[src/rtl/otbn_x1_call_stack_if.sv]
// Request/status bundle for the OTBN x1 call stack.
// The master drives push/pop/clear requests; the slave (the stack) returns top-of-stack and status.
interface otbn_x1_call_stack_if #(
  parameter int unsigned BaseIntgWidth = 39
);
  logic                     clear_i;
  logic                     push_i;
  logic [BaseIntgWidth-1:0] push_data_i;
  logic                     pop_i;
  logic [BaseIntgWidth-1:0] top_data_o;
  logic                     top_valid_o;
  logic                     full_o;
  logic                     empty_o;
  logic                     err_o;

  modport master (
    output clear_i, push_i, push_data_i, pop_i,
    input  top_data_o, top_valid_o, full_o, empty_o, err_o
  );

  modport slave (
    input  clear_i, push_i, push_data_i, pop_i,
    output top_data_o, top_valid_o, full_o, empty_o, err_o
  );
endinterface

[src/rtl/otbn_x1_call_stack.sv]
// Hardware call stack backing GPR x1: writes push, reads pop, overflow/underflow raise a registered error.
// Optional macro OTBN_CALL_STACK_ERR_STICKY_EN keeps err_o high until reset or clear.
module otbn_x1_call_stack #(
  parameter int unsigned StackDepth  = 8,
  parameter logic [38:0] WordZeroVal = '0
) (
  input logic                   clk_i,
  input logic                   rst_i,
  otbn_x1_call_stack_if.slave   bus
);

  localparam int unsigned BaseIntgWidth = 39;
  localparam int unsigned CntW          = $clog2(StackDepth + 1);
  localparam int unsigned IdxW          = $clog2(StackDepth);
  localparam logic [CntW-1:0] DepthCnt  = CntW'(StackDepth);

  logic [BaseIntgWidth-1:0] stack_q [StackDepth];
  logic [CntW-1:0]          cnt_q, cnt_d;
  logic                     err_q, err_d;
  logic                     err_evt;
  logic                     stack_we;
  logic [IdxW-1:0]          stack_waddr;
  logic [IdxW-1:0]          top_idx;
  logic                     is_empty;
  logic                     is_full;

  assign is_empty = (cnt_q == '0);
  assign is_full  = (cnt_q == DepthCnt);
  assign top_idx  = IdxW'(cnt_q - CntW'(1));

  // Clear wins over push/pop; push+pop on a non-empty stack replaces the top in place.
  always_comb begin
    cnt_d       = cnt_q;
    err_evt     = 1'b0;
    stack_we    = 1'b0;
    stack_waddr = '0;
    if (bus.clear_i) begin
      cnt_d = '0;
    end else if (bus.pop_i && is_empty) begin
      err_evt = 1'b1;
    end else if (bus.push_i && bus.pop_i) begin
      stack_we    = 1'b1;
      stack_waddr = top_idx;
    end else if (bus.push_i) begin
      if (is_full) begin
        err_evt = 1'b1;
      end else begin
        stack_we    = 1'b1;
        stack_waddr = IdxW'(cnt_q);
        cnt_d       = cnt_q + CntW'(1);
      end
    end else if (bus.pop_i) begin
      cnt_d = cnt_q - CntW'(1);
    end
  end

  always_comb begin
    err_d = 1'b0;
`ifdef OTBN_CALL_STACK_ERR_STICKY_EN
    if (!bus.clear_i) begin
      err_d = err_q | err_evt;
    end
`else
    err_d = err_evt;
`endif
  end

  always_ff @(posedge clk_i) begin
    if (rst_i) begin
      cnt_q <= '0;
      err_q <= 1'b0;
    end else begin
      cnt_q <= cnt_d;
      err_q <= err_d;
    end
  end

  // Entry storage is deliberately unreset; cnt alone defines which entries are live.
  always_ff @(posedge clk_i) begin
    if (stack_we && !rst_i) begin
      stack_q[stack_waddr] <= bus.push_data_i;
    end
  end

  assign bus.top_data_o  = is_empty ? WordZeroVal : stack_q[top_idx];
  assign bus.top_valid_o = !is_empty;
  assign bus.full_o      = is_full;
  assign bus.empty_o     = is_empty;
  assign bus.err_o       = err_q;

endmodule

[src/flat_wrapper.sv]
// flat-port wrapper written by rule: the top's interface ports become plain ports
module otbn_x1_call_stack_flat 
#(
  parameter int unsigned StackDepth  = 8,
  parameter logic [38:0] WordZeroVal = '0
)
  (clk_i, rst_i, bus_clear_i, bus_push_i, bus_push_data_i, bus_pop_i, bus_top_data_o, bus_top_valid_o, bus_full_o, bus_empty_o, bus_err_o);
  otbn_x1_call_stack_if #(.BaseIntgWidth(39)) bus_i ();
  input logic clk_i;
  input logic rst_i;
  input wire logic [$bits(bus_i.clear_i)-1:0] bus_clear_i;
  input wire logic [$bits(bus_i.push_i)-1:0] bus_push_i;
  input wire logic [$bits(bus_i.push_data_i)-1:0] bus_push_data_i;
  input wire logic [$bits(bus_i.pop_i)-1:0] bus_pop_i;
  output wire logic [$bits(bus_i.top_data_o)-1:0] bus_top_data_o;
  output wire logic [$bits(bus_i.top_valid_o)-1:0] bus_top_valid_o;
  output wire logic [$bits(bus_i.full_o)-1:0] bus_full_o;
  output wire logic [$bits(bus_i.empty_o)-1:0] bus_empty_o;
  output wire logic [$bits(bus_i.err_o)-1:0] bus_err_o;
  assign bus_i.clear_i = bus_clear_i;
  assign bus_i.push_i = bus_push_i;
  assign bus_i.push_data_i = bus_push_data_i;
  assign bus_i.pop_i = bus_pop_i;
  assign bus_top_data_o = bus_i.top_data_o;
  assign bus_top_valid_o = bus_i.top_valid_o;
  assign bus_full_o = bus_i.full_o;
  assign bus_empty_o = bus_i.empty_o;
  assign bus_err_o = bus_i.err_o;
  otbn_x1_call_stack #(.StackDepth(StackDepth), .WordZeroVal(WordZeroVal)) u_core (.clk_i(clk_i), .rst_i(rst_i), .bus(bus_i));
endmodule
[config.mk]
export PLATFORM = sky130hd
export DESIGN_NAME = otbn_x1_call_stack_flat
export DESIGN_NICKNAME = d
export VERILOG_FILES = /design/src/rtl/otbn_x1_call_stack_if.sv /design/src/rtl/otbn_x1_call_stack.sv /design/src/flat_wrapper.sv
export SDC_FILE = /design/constraint.sdc
export NUM_CORES = 1
export LEC_CHECK = 0
export ABC_CLOCK_PERIOD_IN_PS = 3790
export CORE_MARGIN = 5
export CORE_UTILIZATION = 29
export CTS_CLUSTER_SIZE = 16
export DETAILED_ROUTE_END_ITERATION = 6
export PLACE_DENSITY = 0.44
export SLEW_MARGIN = 30
export SYNTH_ARGS = -nofsm -noshare
export SYNTH_HDL_FRONTEND = slang
export SYNTH_SLANG_ARGS = --single-unit
[constraint.sdc]
create_clock -name clk_i -period 3.79 [get_ports clk_i]
set_input_delay 0.758 -clock clk_i [delete_from_list [all_inputs] [get_ports clk_i]]
set_output_delay 0.758 -clock clk_i [all_outputs]
set_load 0.1 [all_outputs]
==> reports/qor.csv <==
stage;metric;value;unit
grt;grt_pass1_wl;47530;microns
clock_network;cts_tree;built;
drt;routed_wl;31480;microns
drt;vias_per_cell;4.723;
synth;yosys.area.top_type;edfxtp_1;
synth;syn_avg_cell_area;13.12;sq um
drt;drc;0;
finish;layout-area-overhead-vs-synth;28.29;%
floorplan;pin_count;87;
placed_design;port_buffers;86;
timing;tightest_slew;0.9655;ns
setup_path;required;3.03;ns
setup_path;end_kind;output pin;
placed_design;place_area;0.01464;sq mm
timing;grt_setup_unrepaired;no;
floorplan;die_h;216.7;microns
power;power_density;543.7;mW/mm^2
floorplan;initial_core_util;29.39;%
synth;ys_ff_latch;317;
setup_path;startpoint_type;flip-flop;
timing;max_freq;0.2731;GHz
clock_network;hold_buffers;0;
synth;syn_area;0.01238;sq mm
finish;nets;1085;
drt;drtIter0Drc;525;
synth;ys_top_cells_by_area;edfxtp_1 (76%), nand2_1 (9.6%), a21oi_1 (6.4%);
flow_run;maxCapViolations;0;
timing;finalHoldViolations;0;
clock_network;cts_sinks;317;
finish;mostFrequentLayoutCell;nand2_1;
clock_network;cts_buffers;37;
floorplan;fp.dieW;216.7;microns
setup_path;worst_ep_arrival_time;2.90;ns
floorplan;core;0.04213;sq mm
timing;period_needed;3.662;ns
clock_network;clockBufferDepth;3;
grt;overflow;0;
synth;ys_seq_area_share;76.46;%
synth;yosys_warnings;0;
synth;postSynthNetCount;990;
setup_path;critical_path.max_fanout;19;
clock_network;worstSkewPairLatency;0.52;ns
timing;tns;0;ns
timing;fin_skew;0.01415;ns
outcome;status;finished clean;
power;peakVddDrop;0.0003200;V
timing;post-route-period-util;96.63;%
drt;dr.pass1.iters;4;
grt;grt_antenna_before_repair;0;
floorplan;die-area;0.04694;sq mm
clock_network;cts.clk_slew.worst_paths;0.05;ns
clock_network;post_cts.repair.setup_buffers;0;
placed_design;gp_congestion;0.7385;
finish;fin_area;0.01589;sq mm
synth;yosysUniqueCellTypes;35;
clock_network;cts_max_level;2;
grt;grt_usage;13.06;%
finish;final_cell_mix;nand2_1 (316), edfxtp_1 (312), a21oi_1 (158), buf_12 (54), clkdlybuf4s50_1 (44);
power;p_leak;5.433;nW
drt;antenna_left;0;
worst_hold_path;worstHoldPathType;flip-flop to flip-flop;
grt;grt_pass1_vias;7658;
timing;finalSetupViolations;0;
setup_path;critPathKind;flip-flop to output pin;
synth;syn-instance-count;944;
timing;slew_headroom;35.43;%
grt;grt_max_degree;78;
floorplan;rows;75;
clock_network;cts_root_buf;clkbuf_16;
synth;netlist.area_leader.share;75.65;%
drt;wl_per_cell;19.61;microns
finish;drive_above_1_share;16.60;%
timing;slew_viol_final;0;
drt;num_vias;7580;
finish;diodes;0;
placed_design;hpwlAfterDp;15950;microns
finish;final_util;37.71;%
## synth_stat cells
cell type and number:
a211o_1 1, a211oi_1 2, a21oi_1 158, a221oi_1 1, a22o_1 1, and3_1 3, and3b_1 1, buf_1 5
buf_2 8, buf_4 3, buf_6 5, clkbuf_1 36, clkinv_2 1, dfxtp_1 5, edfxtp_1 312, ha_1 2
inv_1 3, mux2i_1 2, nand2_1 316, nand3_1 2, nand3_2 1, nand3b_1 2, nand4_1 1, nor2_1 13
nor2b_1 1, nor3_1 2, nor3b_1 1, o21ai_0 4, or2_2 1, or3_1 1, or3_2 1, or3b_4 1
or4_1 40, xnor2_1 6, xor2_1 2
## power by group
part / switching, mW / internal (mW)
Combinational: 0.891 / 0.458
Clock: 1.34 / 2.07
Sequential: 0.00789 / 3.87
Total: 2.24 / 6.40
## layer usage
metal | global-route usage, % | part of all wire, % | vias to the layer above
li1 | - | - | 3602
met1 | 17.41 | 45 | 3780
met2 | 22.16 | 49 | 148
met3 | 2.121 | 3.6 | 50
met4 | 3.752 | 2.3 | 0
met5 | 0 | 0 | -
## state kept, by name, indices dropped and copies added, names as in the netlist
register	flops
u_core.cnt_q	4
u_core.stack_q	312
u_core.bus.err_o	1
## final cells by class
class | instances | area [sq um]
well taps | 539 | 674.4
inverters | 4 | 16.27
multi-input cells | 566 | 2882
fillers | 3968 | 26250
flip-flops and latches | 317 | 9470
clock buffers | 54 | 1052
clock inverters | 12 | 117.6
repair buffers | 113 | 1675
## timing repair
action	CTS	global route
gates cloned	1	1
endpoints found under the setup margin	35	37
gates resized for setup	5	2
hold endpoints to repair	0	0
## critical path: stages (launching register included)
cell and delay [ns]:
dfxtp_2 0.36, inv_1 0.12, ha_4 0.18, or3b_4 0.42
clkinv_2 0.09, or3_2 0.19, clkbuf_16 0.24, a21oi_1 0.06
or4_4 0.53, buf_12 0.19
## through the flow
step / total power [mW] / hold slack [ns] / worst slack (ns) / cells
detailed placement: 5.298 / 0.5931 / 0.4735 / 1537
CTS: 8.773 / 0.6078 / 0.03363 / 1604
floorplan: 4.783 / 0.5392 / -0.2536 / 944
finish: 8.638 / 0.5869 / 0.1278 / 1605
global placement: 5.298 / 0.5940 / 0.4559 / 1537
global route: 8.968 / 0.6339 / 0.0007905 / 1605
## cells by family after synthesis
family                   count (synthesis)  share of synthesized area [%]
AND/OR/NAND/NOR                        387                          13.40
flip-flops                             317                          76.46
AO/OA/AOI/OAI                          167                          6.880
buffers and inverters                   61                          2.334
XOR/XNOR                                 8                         0.5658
multiplexers                             2                         0.1617
adder cells (fa/ha/maj)                  2                         0.2020
## path summary, 6_finish.rpt
check | from | endpoint | slack [ns] | depth (start not counted)
min reg2reg | u_core.cnt_q[1]$_SDFFE_PP0P_ | u_core.cnt_q[1]$_SDFFE_PP0P_ | 0.59 | 2
max reg2reg | u_core.cnt_q[1]$_SDFFE_PP0P_ | u_core.stack_q[1][22]$_DFFE_PP_ | 1.25 | 7
min | u_core.cnt_q[1]$_SDFFE_PP0P_ | u_core.cnt_q[1]$_SDFFE_PP0P_ | 0.59 | 2
max | u_core.cnt_q[1]$_SDFFE_PP0P_ | bus_top_data_o[16] | 0.13 | 9
Power figures use the tool's default switching activity.
